### src/rtl/rv32_alu_pkg.sv
// rv32_alu_pkg: ALU op codes, opcodes and decoded bundle shared by decode and ALU
package rv32_alu_pkg;
    typedef enum logic [3:0] {
        ALU_ADD, ALU_SUB, ALU_AND, ALU_OR, ALU_XOR, ALU_SLL, ALU_SRL, ALU_SRA,
        ALU_ADDI, ALU_ANDI, ALU_ORI, ALU_XORI, ALU_SLT, ALU_SLTU, ALU_SLTI, ALU_SLTIU
    } alu_op_e;
    localparam logic [6:0] OPC_OP     = 7'b0110011;
    localparam logic [6:0] OPC_OP_IMM = 7'b0010011;
    typedef struct packed {
        alu_op_e     opsel;
        logic        use_imm;
        logic [31:0] imm;
        logic [4:0]  rs1;
        logic [4:0]  rs2;
        logic [4:0]  rd;
        logic        illegal;
    } dec_bundle_t;
endpackage

### src/rtl/rv32_alu_decode_skid.sv
// rv32_skid_buf: 2-entry valid/ready buffer (output register + skid entry) for dec_bundle_t
module rv32_skid_buf
    import rv32_alu_pkg::*;
#(
    parameter bit SKID_EN = 1'b1
) (
    input  logic        clk,
    input  logic        rst,
    input  logic        flush,
    input  logic        in_valid,
    output logic        in_ready,
    input  dec_bundle_t in_data,
    output logic        out_valid,
    input  logic        out_ready,
    output dec_bundle_t out_data
);
    logic        r_out_valid;
    logic        r_sk_valid;
    dec_bundle_t r_out;
    dec_bundle_t r_sk;
    logic        w_out_free;
    logic        w_acc;

    assign w_out_free = !r_out_valid || out_ready;
    assign in_ready   = SKID_EN ? !r_sk_valid : w_out_free;
    assign w_acc      = in_valid && in_ready;
    assign out_valid  = r_out_valid;
    assign out_data   = r_out;

    // skid entry only fills while the output is stalled, so it always refills the output first
    always_ff @(posedge clk) begin
        if (rst || flush) begin
            r_out_valid <= 1'b0;
            r_sk_valid  <= 1'b0;
            r_out       <= '0;
            r_sk        <= '0;
        end else if (w_out_free) begin
            r_out_valid <= r_sk_valid || w_acc;
            r_out       <= r_sk_valid ? r_sk : w_acc ? in_data : r_out;
            r_sk_valid  <= 1'b0;
        end else if (w_acc) begin
            r_sk_valid  <= 1'b1;
            r_sk        <= in_data;
        end
    end
endmodule

### src/rtl/rv32_alu_decode.sv
// rv32_alu_decode: RV32I OP/OP-IMM decoder with skid output; RV32_DEC_ILLEGAL_CHECK_EN enables strict funct7/opcode checks
module rv32_alu_decode
    import rv32_alu_pkg::*;
#(
    parameter bit SKID_EN = 1'b1
) (
    input  logic        clk,
    input  logic        rst,
    input  logic        flush,
    input  logic        in_valid,
    output logic        in_ready,
    input  logic [31:0] in_instr,
    output logic        out_valid,
    input  logic        out_ready,
    output logic [3:0]  alu_opsel,
    output logic        use_imm,
    output logic [31:0] imm,
    output logic [4:0]  rs1,
    output logic [4:0]  rs2,
    output logic [4:0]  rd,
    output logic        illegal
);
    function automatic dec_bundle_t decode(input logic [31:0] ins);
        dec_bundle_t d;
        logic [2:0]  f3;
        logic        is_op;
        logic        is_imm;
        logic        is_shift;
        logic        alt;
        logic        bad;
        f3       = ins[14:12];
        is_op    = ins[6:0] == OPC_OP;
        is_imm   = ins[6:0] == OPC_OP_IMM;
        is_shift = is_imm && f3[1:0] == 2'b01;
        alt      = ins[30];
        d.rd      = ins[11:7];
        d.rs1     = ins[19:15];
        d.rs2     = is_imm ? 5'd0 : ins[24:20];
        d.use_imm = is_imm;
        d.imm     = is_shift ? {27'd0, ins[24:20]} : is_imm ? {{20{ins[31]}}, ins[31:20]} : 32'd0;
        case (f3)
            3'b000:  d.opsel = is_imm ? ALU_ADDI : alt ? ALU_SUB : ALU_ADD;
            3'b001:  d.opsel = ALU_SLL;
            3'b010:  d.opsel = is_imm ? ALU_SLTI : ALU_SLT;
            3'b011:  d.opsel = is_imm ? ALU_SLTIU : ALU_SLTU;
            3'b100:  d.opsel = is_imm ? ALU_XORI : ALU_XOR;
            3'b101:  d.opsel = alt ? ALU_SRA : ALU_SRL;
            3'b110:  d.opsel = is_imm ? ALU_ORI : ALU_OR;
            default: d.opsel = is_imm ? ALU_ANDI : ALU_AND;
        endcase
`ifdef RV32_DEC_ILLEGAL_CHECK_EN
        // funct7 is immediate bits for non-shift OP-IMM, so only OP and shifts are checked
        bad = !(is_op || is_imm) || ((is_op || is_shift) && ins[31:25] != 7'b0000000 &&
              !(ins[31:25] == 7'b0100000 && (f3 == 3'b101 || (is_op && f3 == 3'b000))));
`else
        bad = 1'b0;
`endif
        d.illegal = bad;
        d.opsel   = (bad || !(is_op || is_imm)) ? ALU_ADD : d.opsel;
        return d;
    endfunction

    dec_bundle_t w_dec;
    dec_bundle_t w_out;

    assign w_dec = decode(in_instr);

    rv32_skid_buf #(.SKID_EN(SKID_EN)) u_skid (
        .clk       (clk),
        .rst       (rst),
        .flush     (flush),
        .in_valid  (in_valid),
        .in_ready  (in_ready),
        .in_data   (w_dec),
        .out_valid (out_valid),
        .out_ready (out_ready),
        .out_data  (w_out)
    );

    assign alu_opsel = w_out.opsel;
    assign use_imm   = w_out.use_imm;
    assign imm       = w_out.imm;
    assign rs1       = w_out.rs1;
    assign rs2       = w_out.rs2;
    assign rd        = w_out.rd;
    assign illegal   = w_out.illegal;
endmodule

### config.mk
export PLATFORM = sky130hd
export DESIGN_NAME = rv32_alu_decode
export DESIGN_NICKNAME = d
export VERILOG_FILES = /design/src/rtl/rv32_alu_pkg.sv /design/src/rtl/rv32_alu_decode_skid.sv /design/src/rtl/rv32_alu_decode.sv
export SDC_FILE = /design/constraint.sdc
export NUM_CORES = 1
export LEC_CHECK = 0
export BUFFER_PORTS_ARGS = -buffer_cell sky130_fd_sc_hd__buf_2
export CORE_ASPECT_RATIO = 0.5
export CORE_MARGIN = 3
export CORE_UTILIZATION = 54
export DETAILED_ROUTE_END_ITERATION = 6
export PLACE_DENSITY = 0.84
export SYNTH_ARGS = -nofsm -noshare
export SYNTH_HDL_FRONTEND = slang
export SYNTH_SLANG_ARGS = --single-unit
export TNS_END_PERCENT = 30
### constraint.sdc
create_clock -name clk -period 2.2 [get_ports clk]
set_input_delay 0.22 -clock clk [delete_from_list [all_inputs] [get_ports clk]]
set_output_delay 0.22 -clock clk [all_outputs]
set_load 0.01 [all_outputs]
After elaboration in Yosys (flattened, before gate mapping)
Cells that the tools add are included.

Register bits: 107. Input port bits: 37. Output and inout port bits: 55.

Bitwise gates (word level): 1. Mux-type cells: 15. Reduce and logical (&&, ||, !) cells: 13. Equality and inequality tests: 9.

Operator list (number): two-way mux 53 bit (2); two-way mux 32 bit (2); one-hot mux 4 bit (7 select lines) (1); two-way mux 4 bit (5); == test 3 bit, second input constant (3); == test 7 x 5 -> 1 bit, second input constant (1); == test 7 x 6 -> 1 bit, second input constant (1); == test 3 x 2 -> 1 bit, second input constant (2); two-way mux 5 bit (1); logical OR 1 bit (4); two-way mux 2 bit (2); AND reduction 2 bit (2); == test 3 x 1 -> 1 bit, second input constant (1); zero test 3 bit (1); == test 2 x 1 -> 1 bit, second input constant (1); logical AND 1 bit (2); zero test 1 bit (2); two-way mux 1 bit (2); nonzero test 2 bit (1); OR reduction 2 bit (1); inverter 1 bit (1).

Logic depth before layout (Yosys ltp)
Gate-level depths: netlist of run 1.

Word-level depth: 6. Depth in mapped cells: 7. Depth with buffers taken out: 4.

Modules after synthesis
Synthesis of run 1 repeated with hierarchy kept, for this count alone.

Cells, all modules: 532. Area total of the unflattened synthesis: 4952.2 um^2.

Modules (own cells, without submodules): rv32_skid_buf (cells an instance 484, seq. area each 2162.1 um^2, area an instance 4590.7 um^2, instances 1); rv32_alu_decode (cells an instance 48, seq. area each 0.0 um^2, area an instance 361.6 um^2, instances 1).

Worst setup path after synthesis of run 1
OpenSTA, ideal clock, no wires.

Path kind: reg-to-reg. Start: register u_skid.r_out_valid (netlist: u_skid.out_valid). End: register u_skid.r_sk[15] (netlist name). Data arrival time: 1337 ps. Data required time: 2130 ps. Buffers on the path: 1. Slack: 793 ps. Stages on the path, launching flop included: 6. Cell sequence: dfxtp_1 nand2b_1 nor3b_2 buf_2 nand2_1 a21oi_1.

Word-level cells in the longest chain between the ends: 4.

RTL lines: start: declaration (RTL line rv32_alu_decode_skid.sv:17) `logic r_out_valid;`; start signal: assignment (RTL line rv32_alu_decode_skid.sv:38) `r_out_valid <= r_sk_valid || w_acc;`; zero test 1 bit (RTL line rv32_alu_decode_skid.sv:24) `assign w_out_free = !r_out_valid || out_ready;`; logical OR 1 bit (RTL line rv32_alu_decode_skid.sv:24); inverter 1 bit (no line); AND reduction 2 bit (no line); end signal: assignment (RTL line rv32_alu_decode_skid.sv:43) `r_sk <= in_data;`; end: declaration (RTL line rv32_alu_decode_skid.sv:20) `dec_bundle_t r_sk;`.

Every way passes these cells. A chain may end at the register's enable or synchronous reset.

Final worst setup path of run 1
Start: register u_skid.r_sk_valid. End: register u_skid.r_out, in the netlist u_skid.out_data[7].

Word-level cells in the longest chain between the ends: 4.

RTL lines: start: declaration (RTL line rv32_alu_decode_skid.sv:18) `logic r_sk_valid;`; start signal: assignment (RTL line rv32_alu_decode_skid.sv:34) `r_sk_valid <= 1'b0;`; start signal: assignment (RTL line rv32_alu_decode_skid.sv:40) `r_sk_valid <= 1'b0;`; start signal: assignment (RTL line rv32_alu_decode_skid.sv:42) `r_sk_valid <= 1'b1;`; zero test 1 bit (RTL line rv32_alu_decode_skid.sv:25) `assign in_ready = SKID_EN ? !r_sk_valid : w_out_free;`; logical AND 1 bit (RTL line rv32_alu_decode_skid.sv:26) `assign w_acc = in_valid && in_ready;`; nonzero test 2 bit (no line); AND reduction 2 bit (no line); end signal: assignment (RTL line rv32_alu_decode_skid.sv:39) `r_out <= r_sk_valid ? r_sk : w_acc ? in_data : r_out;`; end: declaration (RTL line rv32_alu_decode_skid.sv:19) `dec_bundle_t r_out;`.

Several ways; a longest one is shown, not always the timed one.

==> impl_metrics.csv, run 1 <==
group,metric,value,unit
power_and_ir_drop,p_seq_share,49.3,%
power_and_ir_drop,p_per_area,728,nW/um2
min_path,hold_path_class,"input pin to flop",
clocking,clock_latency,0.33,ns
sta,finalCritPeriodShare,75.7,%
clocking,cts_tree,"done",
sta,slew_violations,0,
global_route,grt_pass1_vias,2486,
drt,drtIter0Drc,228,
global_route,grt_use_total,23.6,%
placement,place_area,3240,um2
floorplan,io_pins,92,
clocking,clk_path_buf_depth,2,
drt,vias,2790,
min_path,hp-start,"in_instr[8]",
logic_synthesis,yosysTopAreaCellShare,45.5,%
logic_synthesis,syn_inst,340,
sta,tightest_slew,0.840,ns
clocking,cts_buffers,9,
worst_setup_path,crit_path_max_fanout,11,
clocking,cts.repair.resized,0,
drt,dr.pass1.iters,5,
layout,syn_to_final_growth,18.5,%
power_and_ir_drop,p_leak,1.43,nW
logic_synthesis,syn-num-nets,377,
logic_synthesis,synth.distinct_cells,36,
sta,period_needed,1.67,ns
worst_setup_path,crit_slowest_cell,"o21ai_1",
floorplan,die_h,57.9,um
layout,fillers,416,
drt,ant_nets,0,
floorplan,die_w,110,um
clocking,root_buffer,"clkbuf_8",
power_and_ir_drop,p_clk_share,40.7,%
sta,grt_setup_unrepaired,"false",
drt,finalWirelength,7450,um
logic_synthesis,syn_area,2900,um2
power_and_ir_drop,ir_worst_vdd,0.523,mV
clocking,post_cts_buffers,0,
global_route,grt_max_degree,44,
power_and_ir_drop,switching_share,24.0,%
sta,timing.hold.ws,0.135,ns
worst_setup_path,regToRegEndpoint,"u_skid.out_data[7]",
power_and_ir_drop,switchingPower,601,uW
worst_setup_path,crit_path_max_incr_delay,0.68,ns
worst_setup_path,reg2reg_from,"u_skid.r_sk_valid",
sta,slew_headroom,44.0,%
power_and_ir_drop,p_comb_share,10.0,%
flow_run,cap_violations,0,
drt,drc_errors,0,
placement,hpwl,5060,um
sta,fin_tns_setup,0,ns
clocking,clock_sinks,66,
worst_setup_path,path_cells,"o21ai_1 > buf_4 > a221oi_1 > nor2_1",
power_and_ir_drop,p_int,1.90,mW
drt,wl_per_cell,15.7,um
worst_setup_path,required,2.46,ns
global_route,antenna_found_initial,0,
worst_setup_path,r2r_slack,0.53,ns
global_route,overflow,0,
logic_synthesis,ys_seq_elements,66,
min_path,hold_depth,3,
floorplan,die_area,6350,um2
worst_setup_path,crit_buf_inv,1,
layout,design_area,3440,um2
floorplan,initial_core_util,57.6,%
layout,nets,438,
global_route,grt_first_pass_wirelength,11600,um
outcome,run_status,"complete, no violations",
logic_synthesis,yosys-top-cells-area,"dfxtp_1, nor2_1, buf_4",
clocking,h-tree-depth,3,
drt,via_per_inst,5.86,
logic_synthesis,ys_warn_count,0,
worst_setup_path,reg2regPathDepth,4,
worst_setup_path,crit_path_end_kind,"flop",
logic_synthesis,ys_seq_area_share,45.5,%
worst_setup_path,cp_top_family,"compound AO/OA/AOI/OAI gates",
clocking,clk_pin_slew,0.07,ns
sta,fin_skew,0.00487,ns
clocking,cts_hold_buf,0,
min_path,worstHoldEndpoint,"u_skid.r_sk[2]",
sta,hold_viol,0,
sta,setup_violations,0,
worst_setup_path,critPathLaunchType,"flop",
floorplan,num_rows,18,
placement,routabilityCongestion,0.853,
layout,antenna_cells,0,
worst_setup_path,cp.arrival,1.93,ns
power_and_ir_drop,power,2.50,mW
placement,port_buffers,90,
layout,final_layout_size_suffix_gt1_share,28.8,%
worst_setup_path,worstSetupPathType,"flop to flop",
logic_synthesis,yosys.area.top_type,"dfxtp_1",
sta,max_freq,0.600,GHz
logic_synthesis,synth_area_per_cell,8.54,um2
floorplan,core,5040,um2
-- worst min-delay path: stages --
cell	delay (ns)
buf_2	0.10
nand2_1	0.05
a21oi_1	0.05
-- power groups by stage --
stage / registers [mW] / logic [mW] / clock network [mW]
4_1_cts: 1.23 / 0.250 / 1.02
3_5_place_dp: 1.26 / 0.248 / 0
2_1_floorplan: 1.27 / 0.141 / 0
3_3_place_gp: 1.26 / 0.241 / 0
6_report: 1.23 / 0.251 / 1.02
5_1_grt: 1.24 / 0.276 / 1.09
-- worst max-delay path by stage --
stage / from / end / depth (start not counted)
after floorplan: u_skid.out_valid / u_skid.r_sk[15] / 5
after global placement: in_instr[6] / u_skid.out_data[9] / 6
after detailed placement: in_instr[6] / u_skid.out_data[7] / 6
after CTS: u_skid.r_sk_valid / u_skid.out_data[23] / 5
after global routing: u_skid.r_sk_valid / u_skid.out_data[9] / 4
final: u_skid.r_sk_valid / u_skid.out_data[7] / 4
-- layer usage --
| metal | up-vias | track usage, % | part of all wire (%) |
|---|---|---|---|
| met3 | 6 | 8.57 | 10 |
| li1 | 1326 | - | - |
| met2 | 143 | 37.9 | 48 |
| met5 | - | 0 | 0 |
| met4 | 0 | 6.75 | 0.72 |
| met1 | 1315 | 30.2 | 42 |
-- cell type report --
type | count | area (um2) | share of cell area (%)
Sequential cell | 66 | 1320 | 38.4
Multi-Input combinational cell | 221 | 1280 | 37.3
Timing Repair Buffer | 100 | 538 | 15.6
Clock buffer | 14 | 163 | 4.73
Tap cell | 70 | 87.6 | 2.55
Clock inverter | 2 | 35.0 | 1.02
Inverter | 3 | 11.3 | 0.327
-- placed cells by master, fill, tap and decap left out, types with 2 or more instances in the layout --
cell type   n
nand2_1    31
a211oi_1   11
mux2i_1    11
a22oi_1     5
a21oi_1    27
and4b_1     2
nor4b_1     2
a32oi_1     7
buf_4       9
nand2b_1    2
a31oi_1     4
o21ai_0    24
and3_1      3
clkbuf_8   11
buf_2      90
dfxtp_1    66
clkbuf_1    3
a221oi_1   17
inv_1       3
nor2_1     45
nand3_1    14
-- state kept, by name, indices dropped and copies added, names as in the netlist --
signal and count:
u_skid.out_data 32, u_skid.r_sk 32, u_skid.r_sk_valid 1, u_skid.out_valid 1
-- cells by family (layout without fill, tap and decap cells) --
family,after synthesis,after routing,synth area share [%]
AND/OR/NAND/NOR,109,109,18.0
multiplexers,11,11,3.79
AO/OA/AOI/OAI,100,100,22.4
other,1,1,0.129
buffers and inverters,53,119,10.3
flip-flops,66,66,45.5
-- stage by stage --
step,setup slack (ns),cells,util [%]
2_1_floorplan,0.793,340,-
3_3_place_gp,0.469,460,64.3
3_5_place_dp,0.495,460,64.3
4_1_cts,0.564,476,68.2
5_1_grt,0.351,476,68.2
6_report,0.534,476,68.2
-- synthesized netlist by cell type --
| library cell | instances |
|---|---|
| dfxtp_1 | 66 |
| nor2_1 | 45 |
| nand2_1 | 31 |
| a21oi_1 | 27 |
| o21ai_0 | 25 |
| buf_4 | 21 |
| clkbuf_1 | 18 |
| a221oi_1 | 17 |
| nand3_1 | 14 |
| a211oi_1 | 11 |
| mux2i_1 | 11 |
| buf_2 | 10 |
| a32oi_1 | 7 |
| a22oi_1 | 5 |
| a31oi_1 | 4 |
| and3_1 | 3 |
| inv_1 | 3 |
| and4b_1 | 2 |
| nand2b_1 | 2 |
| nor4b_1 | 2 |
| a22o_1 | 1 |
| a32o_1 | 1 |
| and2_1 | 1 |
| and4_1 | 1 |
| buf_6 | 1 |
| conb_1 | 1 |
| nand4_1 | 1 |
| nand4bb_1 | 1 |
| nor2b_1 | 1 |
| nor3_1 | 1 |
| nor3b_2 | 1 |
| nor4_4 | 1 |
| o21a_1 | 1 |
| o31ai_1 | 1 |
| or2_2 | 1 |
| or4b_4 | 1 |
(Power assumes the default switching activity.)
==> inputs of run 2 (changes only) <==
- ABC_AREA: not set -> 1
- CORE_UTILIZATION: 54 -> 46
- PLACE_DENSITY: 0.84 -> 0.76
- clock period: 2.2 -> 1.3 ns (I/O delays scaled with it)
==> run 2 against run 1 <==
Compared with the run above: the run now ends with setup timing left; synthesized cell count rose by 22%; clock skew is essentially flat; clock power up 120%; critical path type unchanged; critical endpoint is now u_skid.r_sk[18].
==> impl_metrics.csv, run 2 <==
group,metric,value,unit
outcome,run_status,"finished with violations",
outcome,violations,"setup timing",
layout,nets,528,
logic_synthesis,synth_edf_count,0,
drt,finalWirelength,7960,um
worst_setup_path,required,1.57,ns
placement,routabilityCongestion,0.835,
floorplan,die_area,7500,um2
flow_run,cap_violations,0,
logic_synthesis,synth_ff_type,"dfxtp_1",
sta,fin_tns_setup,-0.00202,ns
clocking,clock_sinks,66,
power_and_ir_drop,ir_worst_vdd,0.862,mV
drt,vias,2966,
layout,fillers,506,
sta,slew_violations,0,
worst_setup_path,cp.arrival,1.57,ns
drt,drtIter0Drc,247,
global_route,grt_first_pass_wirelength,12300,um
sta,max_freq,0.768,GHz
global_route,antenna_found_initial,0,
drt,dr.pass1.iters,4,
global_route,grt_util_met1,26.0,%
clocking,clk_path_buf_depth,2,
global_route,grt_pass1_vias,2595,
sta,finalCritPeriodShare,100,%
logic_synthesis,yosysMostFrequentCell,"nand2_1",
drt,drc_errors,0,
placement,hpwl,4950,um
layout,layout_common_cells,"buf_2, nand2_1, dfxtp_1, o21ai_0, nor2_1",
clocking,cts_tree,"done",
worst_setup_path,worstSetupPathType,"flop to flop",
logic_synthesis,syn_inst,414,
layout,final_common_cell,"buf_2",
min_path,hold_path_class,"input pin to flop",
layout,fin_cells,579,
logic_synthesis,ys_seq_elements,66,
sta,timing.hold.ws,0.0398,ns
logic_synthesis,ys_seq_area_share,44.6,%
global_route,grt_use_met3,7.59,%
power_and_ir_drop,p_leak,1.82,nW
floorplan,initial_core_util,50.6,%
clocking,h-tree-depth,3,
worst_setup_path,critPathLaunchType,"flop",
floorplan,core,5850,um2
sta,hold_viol,0,
layout,antenna_cells,0,
clocking,clock_latency,0.33,ns
sta,setup_violations,1,
global_route,grt_max_degree,61,
global_route,use_met2,32.0,%
global_route,top_usage_layer,"met2",
floorplan,num_rows,19,
global_route,overflow,0,
drt,ant_nets,0,
placement,dp_cells,558,
logic_synthesis,yosysTopAreaCellShare,44.6,%
logic_synthesis,synth.distinct_cells,22,
global_route,grt_use_total,20.4,%
logic_synthesis,ys_async_sr_fraction,0,%
logic_synthesis,syn_area,2960,um2
sta,worst_slack,-0.00202,ns
power_and_ir_drop,p_per_area,1230,nW/um2
floorplan,die_h,62.7,um
clocking,root_buffer,"clkbuf_16",
placement,dp_slack,-0.0497,ns
sta,period_needed,1.30,ns
layout,finalCoreUtilization,66.3,%
clocking,cts_hold_buf,0,
clocking,clk_pin_slew,0.05,ns
worst_setup_path,crit_path_max_fanout,8,
floorplan,io_pins,92,
logic_synthesis,yosys-top-cells-area,"dfxtp_1, a21oi_1, o21ai_0",
layout,final_layout_size_suffix_gt1_share,31.3,%
logic_synthesis,synthTopCellsByCount,"nand2_1, dfxtp_1, a21oi_1",
logic_synthesis,syn-num-nets,451,
layout,syn_to_final_growth,30.8,%
placement,port_buffers,90,
drt,wl_per_cell,13.7,um
logic_synthesis,ys_warn_count,0,
sta,grt_setup_unrepaired,"true",
drt,via_per_inst,5.12,
floorplan,die_w,119,um
logic_synthesis,synth_area_per_cell,7.15,um2
logic_synthesis,yosys.area.top_type,"dfxtp_1",
sta,fin_skew,0.00441,ns
clocking,cts_buffers,9,
worst_setup_path,crit_path_end_kind,"flop",
-- run 2: cell count changes in the layout (fill, tap and decap cells not counted), moves of 10 or more --
cell | before | now
a221oi_1 | 17 | 0
nand2_1 | 31 | 66
a21oi_2 | 0 | 10
mux2i_1 | 11 | 0
inv_1 | 3 | 16
a211oi_1 | 11 | 1
o21ai_0 | 24 | 56
a21oi_1 | 27 | 52
clkbuf_16 | 0 | 11
nor2_1 | 45 | 55
-- run 2: per-stage QoR --
step / cell area [um2] / power [mW]
after floorplan: 2980 / 2.40
after global placement: 3420 / 2.57
after detailed placement: 3420 / 2.57
after CTS: 3700 / 4.77
after global routing: 3870 / 4.96
final: 3870 / 4.76
-- run 2: report_power, final --
group          total (mW)  internal, mW  switching [mW]  leakage (nW)
logic               0.462         0.189           0.274          1.14
clock network        2.20          1.37           0.828         0.138
registers            2.10          2.08          0.0265         0.537
-- run 2: final timing paths --
path	startpoint	to	slack (ns)	cells past startpoint
max	u_skid.out_valid	u_skid.r_sk[18]	-0.002	8
min	in_instr[18]	u_skid.r_sk[14]	0.04	3
max reg2reg	u_skid.out_valid	u_skid.r_sk[18]	-0.002	8
min reg2reg	u_skid.r_sk[20]	u_skid.r_sk[20]	0.46	2
-- run 2: cell families after synthesis --
group	count (synthesis)	synth area share, %
buffers and inverters	67	11.9
other	1	0.127
flip-flops	66	44.6
AND/OR/NAND/NOR	146	20.2
AO/OA/AOI/OAI	134	23.2
-- run 2: cell type report --
class	count	area [um2]	share of cell area [%]
multi-input combinational	281	1350	34.7
sequential	66	1330	34.2
timing repair buffer	113	746	19.2
clock buffer	12	256	6.62
tap	84	105	2.71
inverter	20	82.6	2.13
clock inverter	3	15.0	0.387
-- run 2: per-layer routing --
layer  vias up  share of wire (%)
met5         -                  0
met4         0                1.3
met3        10                6.6
met2        95                 45
met1      1355                 47
li1       1506                  -
-- run 2: what timing repair did --
action	CTS	global route
cloned	0	3
setup endpoints to repair	50	45
pin swaps	1	10
gates resized for setup	6	28
setup buffers	0	3
-- run 2: critical path, stage by stage, from the launching register on --
cell	delay [ns]
dfxtp_2	0.33
inv_2	0.04
nor2_4	0.10
inv_2	0.05
nor3_4	0.20
buf_12	0.18
buf_6	0.14
nand2_1	0.05
a21oi_1	0.14
